### config.mk
export PLATFORM = sky130hd
export DESIGN_NAME = dm_arbiter_flat
export DESIGN_NICKNAME = d
export VERILOG_FILES = /design/src/rtl/dm_arb_pkg.sv /design/src/rtl/dm_arbiter_if.sv /design/src/rtl/dm_arb_pick.sv /design/src/rtl/dm_arbiter.sv /design/src/flat_wrapper.sv
export SDC_FILE = /design/constraint.sdc
export NUM_CORES = 1
export LEC_CHECK = 0
export CAP_MARGIN = 20
export CELL_PAD_IN_SITES_DETAIL_PLACEMENT = 1
export CELL_PAD_IN_SITES_GLOBAL_PLACEMENT = 2
export CORE_MARGIN = 8
export CORE_UTILIZATION = 34
export CTS_CLUSTER_DIAMETER = 30
export DETAILED_ROUTE_END_ITERATION = 10
export DONT_BUFFER_PORTS = 1
export GPL_TIMING_DRIVEN = 0
export PLACE_DENSITY_LB_ADDON = 0.05
export SLEW_MARGIN = 10
export SYNTH_ARGS = -nofsm -noshare
export SYNTH_HDL_FRONTEND = slang
export SYNTH_SLANG_ARGS = --single-unit
### constraint.sdc
create_clock -name clk -period 1.8 [get_ports clk]
set_input_delay 0.36 -clock clk [delete_from_list [all_inputs] [get_ports clk]]
set_output_delay 0.36 -clock clk [all_outputs]
set_load 0.1 [all_outputs]
### src/rtl/dm_arb_pkg.sv
`default_nettype none
// ============================================================================
//  Module      : dm_arb_pkg
//  Description : Shared widths and FSM state encoding for the data-memory
//                arbiter (core requester vs. host/loader requester).
//  Revision    : 1.0  initial release
// ============================================================================
package dm_arb_pkg;

    localparam int ADDR_W = 8;
    localparam int DATA_W = 8;

    // Requester indices as seen on the winner / last-grant signals.
    localparam logic REQ_CORE = 1'b0;
    localparam logic REQ_HOST = 1'b1;

    typedef enum logic [1:0] {
        ST_IDLE   = 2'd0,
        ST_ACCESS = 2'd1,
        ST_RESP   = 2'd2
    } state_t;

endpackage : dm_arb_pkg
`default_nettype wire

### src/rtl/dm_arbiter_if.sv
`default_nettype none
// ============================================================================
//  Module      : dm_arbiter_if
//  Description : Bundle of the two requester handshakes, the data-memory port
//                and the busy flag. The arbiter uses the slave view; the
//                requesters/memory side uses the master view.
//  Revision    : 1.0  initial release
// ============================================================================
interface dm_arbiter_if;
    import dm_arb_pkg::*;

    // Core requester
    logic              req0;
    logic              we0;
    logic [ADDR_W-1:0] addr0;
    logic [DATA_W-1:0] wdata0;
    logic              ack0;
    logic [DATA_W-1:0] rdata0;

    // Host / loader requester
    logic              req1;
    logic              we1;
    logic [ADDR_W-1:0] addr1;
    logic [DATA_W-1:0] wdata1;
    logic              ack1;
    logic [DATA_W-1:0] rdata1;

    // Data-memory port
    logic [ADDR_W-1:0] mem_addr;
    logic              mem_we;
    logic [DATA_W-1:0] mem_wdata;
    logic [DATA_W-1:0] mem_rdata;

    logic              busy;

    modport slave (
        input  req0, we0, addr0, wdata0,
        input  req1, we1, addr1, wdata1,
        input  mem_rdata,
        output ack0, rdata0, ack1, rdata1,
        output mem_addr, mem_we, mem_wdata,
        output busy
    );

    modport master (
        output req0, we0, addr0, wdata0,
        output req1, we1, addr1, wdata1,
        output mem_rdata,
        input  ack0, rdata0, ack1, rdata1,
        input  mem_addr, mem_we, mem_wdata,
        input  busy
    );

endinterface : dm_arbiter_if
`default_nettype wire

### src/rtl/dm_arb_pick.sv
`default_nettype none
// ============================================================================
//  Module      : dm_arb_pick
//  Description : Winner selection between the core (0) and host (1)
//                requesters. Purely combinational.
//                DM_ARB_ROUND_ROBIN_EN defined   : contested grant goes to
//                                                   the requester not granted
//                                                   last.
//                DM_ARB_ROUND_ROBIN_EN undefined : contested grant always
//                                                   goes to the core.
//  Revision    : 1.0  initial release
// ============================================================================
module dm_arb_pick
    import dm_arb_pkg::*;
(
    input  wire logic i_req0,
    input  wire logic i_req1,
    input  wire logic i_last,
    output logic      o_winner
);

`ifdef DM_ARB_ROUND_ROBIN_EN
    // Alternate on contention; a lone requester always wins.
    always_comb begin
        o_winner = i_last;
        if (i_req0 && i_req1) begin
            o_winner = ~i_last;
        end else if (i_req0) begin
            o_winner = REQ_CORE;
        end else if (i_req1) begin
            o_winner = REQ_HOST;
        end
    end
`else
    // Fixed priority to the core. i_last only fills the no-request case,
    // where the winner is never consumed.
    always_comb begin
        o_winner = i_last;
        if (i_req0) begin
            o_winner = REQ_CORE;
        end else if (i_req1) begin
            o_winner = REQ_HOST;
        end
    end
`endif

endmodule : dm_arb_pick
`default_nettype wire

### src/rtl/dm_arbiter.sv
`default_nettype none
// ============================================================================
//  Module      : dm_arbiter
//  Description : Two-requester data-memory arbiter. Three-state FSM
//                IDLE -> ACCESS -> RESP -> IDLE; one transaction every three
//                cycles. The winner's request is latched on the grant edge,
//                driven to memory during ACCESS, and the read data and Ack
//                are registered at the end of RESP.
//                Build option DM_ARB_ROUND_ROBIN_EN adds a last-grant pointer
//                for round-robin contention handling.
//  Revision    : 1.0  initial release
// ============================================================================
module dm_arbiter
    import dm_arb_pkg::*;
(
    input  wire logic    clk,
    input  wire logic    rst,
    dm_arbiter_if.slave  bus
);

    state_t            r_state;
    state_t            w_state_next;

    logic              w_grant;
    logic              w_winner;
    logic              w_last;

    logic              r_win;
    logic              r_we;
    logic [ADDR_W-1:0] r_addr;
    logic [DATA_W-1:0] r_wdata;

    logic              r_ack0;
    logic              r_ack1;
    logic [DATA_W-1:0] r_rdata0;
    logic [DATA_W-1:0] r_rdata1;

    // Requests are only looked at while idle.
    assign w_grant = (r_state == ST_IDLE) && (bus.req0 || bus.req1);

`ifdef DM_ARB_ROUND_ROBIN_EN
    logic r_last;

    // Remember who was granted most recently.
    always_ff @(posedge clk) begin
        if (rst) begin
            r_last <= 1'b0;
        end else if (w_grant) begin
            r_last <= w_winner;
        end
    end

    assign w_last = r_last;
`else
    assign w_last = 1'b0;
`endif

    dm_arb_pick u_pick (
        .i_req0   (bus.req0),
        .i_req1   (bus.req1),
        .i_last   (w_last),
        .o_winner (w_winner)
    );

    // State register.
    always_ff @(posedge clk) begin
        if (rst) begin
            r_state <= ST_IDLE;
        end else begin
            r_state <= w_state_next;
        end
    end

    // Next-state: wait for a request, then walk ACCESS and RESP unconditionally.
    always_comb begin
        w_state_next = r_state;
        case (r_state)
            ST_IDLE:   if (bus.req0 || bus.req1) w_state_next = ST_ACCESS;
            ST_ACCESS: w_state_next = ST_RESP;
            ST_RESP:   w_state_next = ST_IDLE;
            default:   w_state_next = ST_IDLE;
        endcase
    end

    // Latch the winning request on the grant edge; hold it until the next one.
    always_ff @(posedge clk) begin
        if (rst) begin
            r_win   <= 1'b0;
            r_we    <= 1'b0;
            r_addr  <= '0;
            r_wdata <= '0;
        end else if (w_grant) begin
            r_win   <= w_winner;
            r_we    <= w_winner ? bus.we1    : bus.we0;
            r_addr  <= w_winner ? bus.addr1  : bus.addr0;
            r_wdata <= w_winner ? bus.wdata1 : bus.wdata0;
        end
    end

    // Close out RESP: pulse the winner's Ack and capture read data for reads.
    always_ff @(posedge clk) begin
        if (rst) begin
            r_ack0   <= 1'b0;
            r_ack1   <= 1'b0;
            r_rdata0 <= '0;
            r_rdata1 <= '0;
        end else begin
            r_ack0 <= (r_state == ST_RESP) && (r_win == REQ_CORE);
            r_ack1 <= (r_state == ST_RESP) && (r_win == REQ_HOST);
            if ((r_state == ST_RESP) && !r_we) begin
                if (r_win == REQ_HOST) begin
                    r_rdata1 <= bus.mem_rdata;
                end else begin
                    r_rdata0 <= bus.mem_rdata;
                end
            end
        end
    end

    // The write strobe is gated by reset so an interrupted write never lands.
    assign bus.mem_we    = (r_state == ST_ACCESS) && r_we && !rst;
    assign bus.mem_addr  = r_addr;
    assign bus.mem_wdata = r_wdata;
    assign bus.busy      = (r_state != ST_IDLE);

    assign bus.ack0      = r_ack0;
    assign bus.ack1      = r_ack1;
    assign bus.rdata0    = r_rdata0;
    assign bus.rdata1    = r_rdata1;

endmodule : dm_arbiter
`default_nettype wire

### src/flat_wrapper.sv
// flat-port wrapper written by rule: the top's interface ports become plain ports
module dm_arbiter_flat import dm_arb_pkg::*;
  (clk, rst, bus_req0, bus_we0, bus_addr0, bus_wdata0, bus_req1, bus_we1, bus_addr1, bus_wdata1, bus_mem_rdata, bus_ack0, bus_rdata0, bus_ack1, bus_rdata1, bus_mem_addr, bus_mem_we, bus_mem_wdata, bus_busy);
  dm_arbiter_if bus_i ();
  input  wire logic clk;
  input  wire logic rst;
  input wire logic [$bits(bus_i.req0)-1:0] bus_req0;
  input wire logic [$bits(bus_i.we0)-1:0] bus_we0;
  input wire logic [$bits(bus_i.addr0)-1:0] bus_addr0;
  input wire logic [$bits(bus_i.wdata0)-1:0] bus_wdata0;
  input wire logic [$bits(bus_i.req1)-1:0] bus_req1;
  input wire logic [$bits(bus_i.we1)-1:0] bus_we1;
  input wire logic [$bits(bus_i.addr1)-1:0] bus_addr1;
  input wire logic [$bits(bus_i.wdata1)-1:0] bus_wdata1;
  input wire logic [$bits(bus_i.mem_rdata)-1:0] bus_mem_rdata;
  output wire logic [$bits(bus_i.ack0)-1:0] bus_ack0;
  output wire logic [$bits(bus_i.rdata0)-1:0] bus_rdata0;
  output wire logic [$bits(bus_i.ack1)-1:0] bus_ack1;
  output wire logic [$bits(bus_i.rdata1)-1:0] bus_rdata1;
  output wire logic [$bits(bus_i.mem_addr)-1:0] bus_mem_addr;
  output wire logic [$bits(bus_i.mem_we)-1:0] bus_mem_we;
  output wire logic [$bits(bus_i.mem_wdata)-1:0] bus_mem_wdata;
  output wire logic [$bits(bus_i.busy)-1:0] bus_busy;
  assign bus_i.req0 = bus_req0;
  assign bus_i.we0 = bus_we0;
  assign bus_i.addr0 = bus_addr0;
  assign bus_i.wdata0 = bus_wdata0;
  assign bus_i.req1 = bus_req1;
  assign bus_i.we1 = bus_we1;
  assign bus_i.addr1 = bus_addr1;
  assign bus_i.wdata1 = bus_wdata1;
  assign bus_i.mem_rdata = bus_mem_rdata;
  assign bus_ack0 = bus_i.ack0;
  assign bus_rdata0 = bus_i.rdata0;
  assign bus_ack1 = bus_i.ack1;
  assign bus_rdata1 = bus_i.rdata1;
  assign bus_mem_addr = bus_i.mem_addr;
  assign bus_mem_we = bus_i.mem_we;
  assign bus_mem_wdata = bus_i.mem_wdata;
  assign bus_busy = bus_i.busy;
  dm_arbiter u_core (.clk(clk), .rst(rst), .bus(bus_i));
endmodule
# --- Word-level counts from Yosys, hierarchy flattened ---
# Index checks and enable logic that the tools add are counted.
classes:
  n_eq_ne: 3
  n_mux: 7
  bitwise: 1
  reduce_logical: 13
ops:
  columns: ["cell", "n"]
  rows:
  - ["two-way mux 8 bit", 2]
  - ["logical AND 1 bit", 6]
  - ["case mux 2 bit (2 select lines)", 1]
  - ["AND reduction 2 bit", 2]
  - ["two-way mux 1 bit", 3]
  - ["== test 2 x 1 -> 1 bit, second input constant", 1]
  - ["== test 2 bit, second input constant", 1]
  - ["logical NOT 1 bit", 2]
  - ["logical NOT 2 bit", 1]
  - ["two-way mux 2 bit", 1]
  - ["!= test 2 bit, second input constant", 1]
  - ["nonzero test 2 bit", 1]
  - ["logical OR 1 bit", 1]
  - ["inverter 1 bit", 1]
word_totals:
  ff_bits: 38
  output_inout_bits: 36

# --- Longest topological paths before layout ---
depth:
  ltp_word: 3
  mapped_depth: 5
  ltp_nobuf: 4

# --- Hierarchy ---
# Synthesis repeated with hierarchy kept, for this count alone.
hier_totals:
  cells_unflattened: 159
  hier_area_um2: 1620.3
by_module_without_submodules:
  columns: ["mod", "n_inst", "cells_each", "area_per_inst_um2", "seq_area_each_um2"]
  rows:
  - ["dm_arbiter", 1, 158, 1610.3, 760.7]
  - ["dm_arb_pick", 1, 1, 10.0, 0.0]

# --- Least setup slack after synthesis ---
# No wires, ideal clock.
synth_path:
  path_type: "reg-to-output"
  start: "reg u_core.r_state[0]"
  end: "out bus_mem_we"
  arrival_time_ns: 1.426
  slack_ns: 0.014
  stages_incl_launch_ff: 3
  cell_sequence: "dfxtp_1 nor3b_2 and2_1"
synth_via:
  elab_chain_cells: 3
synth_lines:
  columns: ["element", "line_no", "rtl"]
  rows:
  - ["start, declared", "dm_arbiter.sv:21", "state_t r_state;"]
  - ["start signal, assigned", "dm_arbiter.sv:70", "r_state <= w_state_next;"]
  - ["== test 2 x 1 -> 1 bit", "dm_arbiter.sv:121", "assign bus.mem_we = (r_state == ST_ACCESS) && r_we && !rst;"]
  - ["logical AND 1 bit (2 in a row)", "dm_arbiter.sv:121", null]
  - ["end, declared", "flat_wrapper.sv:21", "output wire logic [$bits(bus_i.mem_we)-1:0] bus_mem_we;"]
# No other way between the ends.

# --- Final worst setup path ---
# Ends and elaborated chain as after synthesis.

==> flow_metrics.env <==
export IMPL_cp_slowest_cell="dfxtp_2"
export IMPL_ir_drop_uv=513
export IMPL_synthCells=178
export IMPL_cts_root_buf="clkbuf_8"
export IMPL_cp_end_kind="primary output"
export IMPL_core_area_sq_um=4660
export IMPL_max_freq_mhz=607
export IMPL_status="completed"
export IMPL_min_path_type="in -> reg"
export IMPL_path_cells="nor3b_2, and2_4"
export IMPL_die_y_microns=85.2
export IMPL_worst_pin_slew_ns=1.00
export IMPL_clk_path_buf_depth=2
export IMPL_grt_max_degree=13
export IMPL_grt_util_all_layers_pct=13.2
export IMPL_ys_seq_area_share_pct=46.8
export IMPL_ys_flop_type="dfxtp_1"
export IMPL_port_buffers=0
export IMPL_vias=1338
export IMPL_fin_worst_skew_ns=0.00672
export IMPL_clkSinkCount=38
export IMPL_vias_per_cell=5.58
export IMPL_worstHoldPathCells=1
export IMPL_critPathMaxFanout=7
export IMPL_cts_clk_slew_worst_paths_ns=0.07
export IMPL_std_cell_rows=25
export IMPL_worst_hold_slack_ns=0.146
export IMPL_wirelength_microns=4700
export IMPL_antenna_left=0
export IMPL_cts_made_buffers=5
export IMPL_n_antenna_cell=0
export IMPL_dp_hpwl_microns=3660
export IMPL_drive_above_1_share_pct=19.9
export IMPL_power_w=0.00245
export IMPL_reg2reg_from="u_core.r_state[1]"
export IMPL_busiest_layer="met2"
export IMPL_r2r_slack_ns=0.16
export IMPL_drt_pass1_iterations=4
export IMPL_area_growth_pct=13.3
export IMPL_rsz0062_at_grt="false"
export IMPL_grt_pass1_vias=1510
export IMPL_synth_warnings=0
export IMPL_async_reset_ff_share_pct=0
export IMPL_synth_area_top_cells="dfxtp_1, nand2_1, a311oi_2, a21oi_1, mux2i_1"
export IMPL_p_per_area_nw_per_um2=1330
export IMPL_synth_area_leader_cell="dfxtp_1"
export IMPL_antenna_found_initial=0
export IMPL_critPathRequiredTime_ns=1.44
export IMPL_grt_pass1_wl_microns=7560
export IMPL_cts_setup_buffers=0
export IMPL_start_kind="flop"
export IMPL_htreeDepth=2
export IMPL_synth_edf_count=0
export IMPL_synth_top_area_share_pct=46.8
export IMPL_ff2ff_path_depth=5
export IMPL_cts_tree="built"
export IMPL_grt_met2_usage_pct=22.0
export IMPL_syn_num_nets=224
export IMPL_worstPathArrival_ns=1.29
export IMPL_slowest_delay_ns=0.42
export IMPL_path_class="reg -> out"
export IMPL_yosysMostFrequentCell="nand2_1"
export IMPL_final_nets=231
export IMPL_min_to="u_core.r_state[1]"
export IMPL_wl_per_cell_microns=19.6
export IMPL_synth_common_cells="nand2_1, dfxtp_1, a21oi_1, a311oi_2, nor2_1"
export IMPL_dieArea_sq_um=7250
export IMPL_hold_violations=0
export IMPL_drt_iter0_drc=27
export IMPL_clock_latency_ns=0.29
export IMPL_syn_cell_area_sq_um=1630
export IMPL_gp_congestion=0.682
export IMPL_syn_avg_cell_area_sq_um=9.14
export IMPL_initial_core_util_pct=34.9
export IMPL_total_leakage_power_nw=0.651
export IMPL_netlist_cell_type_count=26
export IMPL_setup_violations=0
export IMPL_gr_total_overflow=0
export IMPL_slew_violations=0
export IMPL_finalCriticalPeriod_ns=1.65
export IMPL_slew_headroom_pct=33.0
export IMPL_r2r_end="u_core.bus.mem_wdata[3]"
export IMPL_drcViolationCount=0
export IMPL_fp_dieW_microns=85.2
export IMPL_post_route_period_util_pct=91.5
export IMPL_met1_usage_pct=13.4
export IMPL_met3_usage_pct=6.27
export IMPL_ioPinCount=82
export IMPL_drv_cap=0
export IMPL_hold_start="rst"
export IMPL_synth_seq_cells=38
export IMPL_fillers=555
-- worst max-delay path, delay by kind of cell, from the launching register on --
family / cells / cell delay (ns)
AND/OR/NAND/NOR: 2 / 0.58
flip-flops: 1 / 0.42
-- worst max-delay path by stage --
| stage | from | cells after the start | slack [ns] | endpoint |
|---|---|---|---|---|
| after CTS | u_core.r_state[0] | 2 | 0.01 | bus_mem_we |
| after global routing | u_core.r_state[1] | 5 | 0.06 | u_core.bus.mem_wdata[3] |
| after floorplan | u_core.r_state[0] | 2 | 0.01 | bus_mem_we |
| after detailed placement | u_core.r_state[0] | 2 | -0.1 | bus_mem_we |
| final | u_core.r_state[0] | 2 | 0.15 | bus_mem_we |
| after global placement | u_core.r_state[0] | 2 | -0.04 | bus_mem_we |
-- stage by stage --
step	cells	cell area (sq um)	setup WS, ns	TNS, ns	utilization, %
after floorplan	178	1630	0.0143	0	-
after global placement	232	1690	-0.0447	-0.0447	36.3
after detailed placement	232	1690	-0.0968	-0.0968	36.3
after CTS	240	1840	0.0128	0	39.5
after global routing	240	1840	0.0629	0	39.5
final	240	1840	0.154	0	39.5
-- timing repair --
item,in CTS,in global routing
endpoints found under the setup margin,1,11
hold endpoints to repair,0,0
gates resized for setup,2,3
hold buffers,0,0
-- logic make-up (layout without fill, tap and decap cells) --
kind of cell,Yosys count,after routing,share of synthesized area (%)
muxes,8,8,4.92
DFF,38,38,46.8
and+or+nand+nor,73,73,22.0
AOI/OAI and AO/OA,44,44,21.3
buffers and inverters,15,23,5.00
-- cell type report --
cell class / count / area, sq um / area share, %
Multi-Input combinational cell: 125 / 787 / 42.7
Sequential cell: 38 / 762 / 41.3
Clock buffer: 6 / 82.6 / 4.48
Buffer: 14 / 77.6 / 4.21
Tap cell: 54 / 67.6 / 3.67
Clock inverter: 2 / 60.1 / 3.26
Inverter: 1 / 6.26 / 0.339
-- registers in the layout, indices dropped and copies added (netlist names) --
name / cells
u_core.bus.ack1: 1
u_core.bus.mem_wdata: 8
u_core.bus.ack0: 1
u_core.r_state: 2
u_core.bus.mem_addr: 8
u_core.r_win: 1
u_core.bus.rdata1: 8
u_core.r_we: 1
u_core.bus.rdata0: 8
-- metal layers --
metal / vias up / routed length [microns]
met3: 10 / 537
li1: 635 / -
met1: 632 / 1790
met2: 61 / 2240
met4: 0 / 130
met5: - / 0
-- report_power, final --
| part | internal [W] | total (W) | switching (W) |
|---|---|---|---|
| registers | 0.000897 | 0.00130 | 0.000403 |
| logic | 0.0000952 | 0.000257 | 0.000161 |
| clock network | 0.000591 | 0.000895 | 0.000304 |
| total | 0.00158 | 0.00245 | 0.000868 |
-- placed cells by master (no fill, tap or decap), drive strengths merged --
master / n
a21oi: 26
a311oi: 17
and2: 1
and4bb: 2
buf: 13
bufinv: 2
clkbuf: 7
dfxtp: 38
inv: 1
mux2i: 8
nand2: 51
nand2b: 1
nor2: 11
nor2b: 1
nor3: 1
nor3b: 1
nor4b: 2
o21ai: 1
or2: 1
or4b: 1
Note: power is estimated with default switching activity, not from simulation.
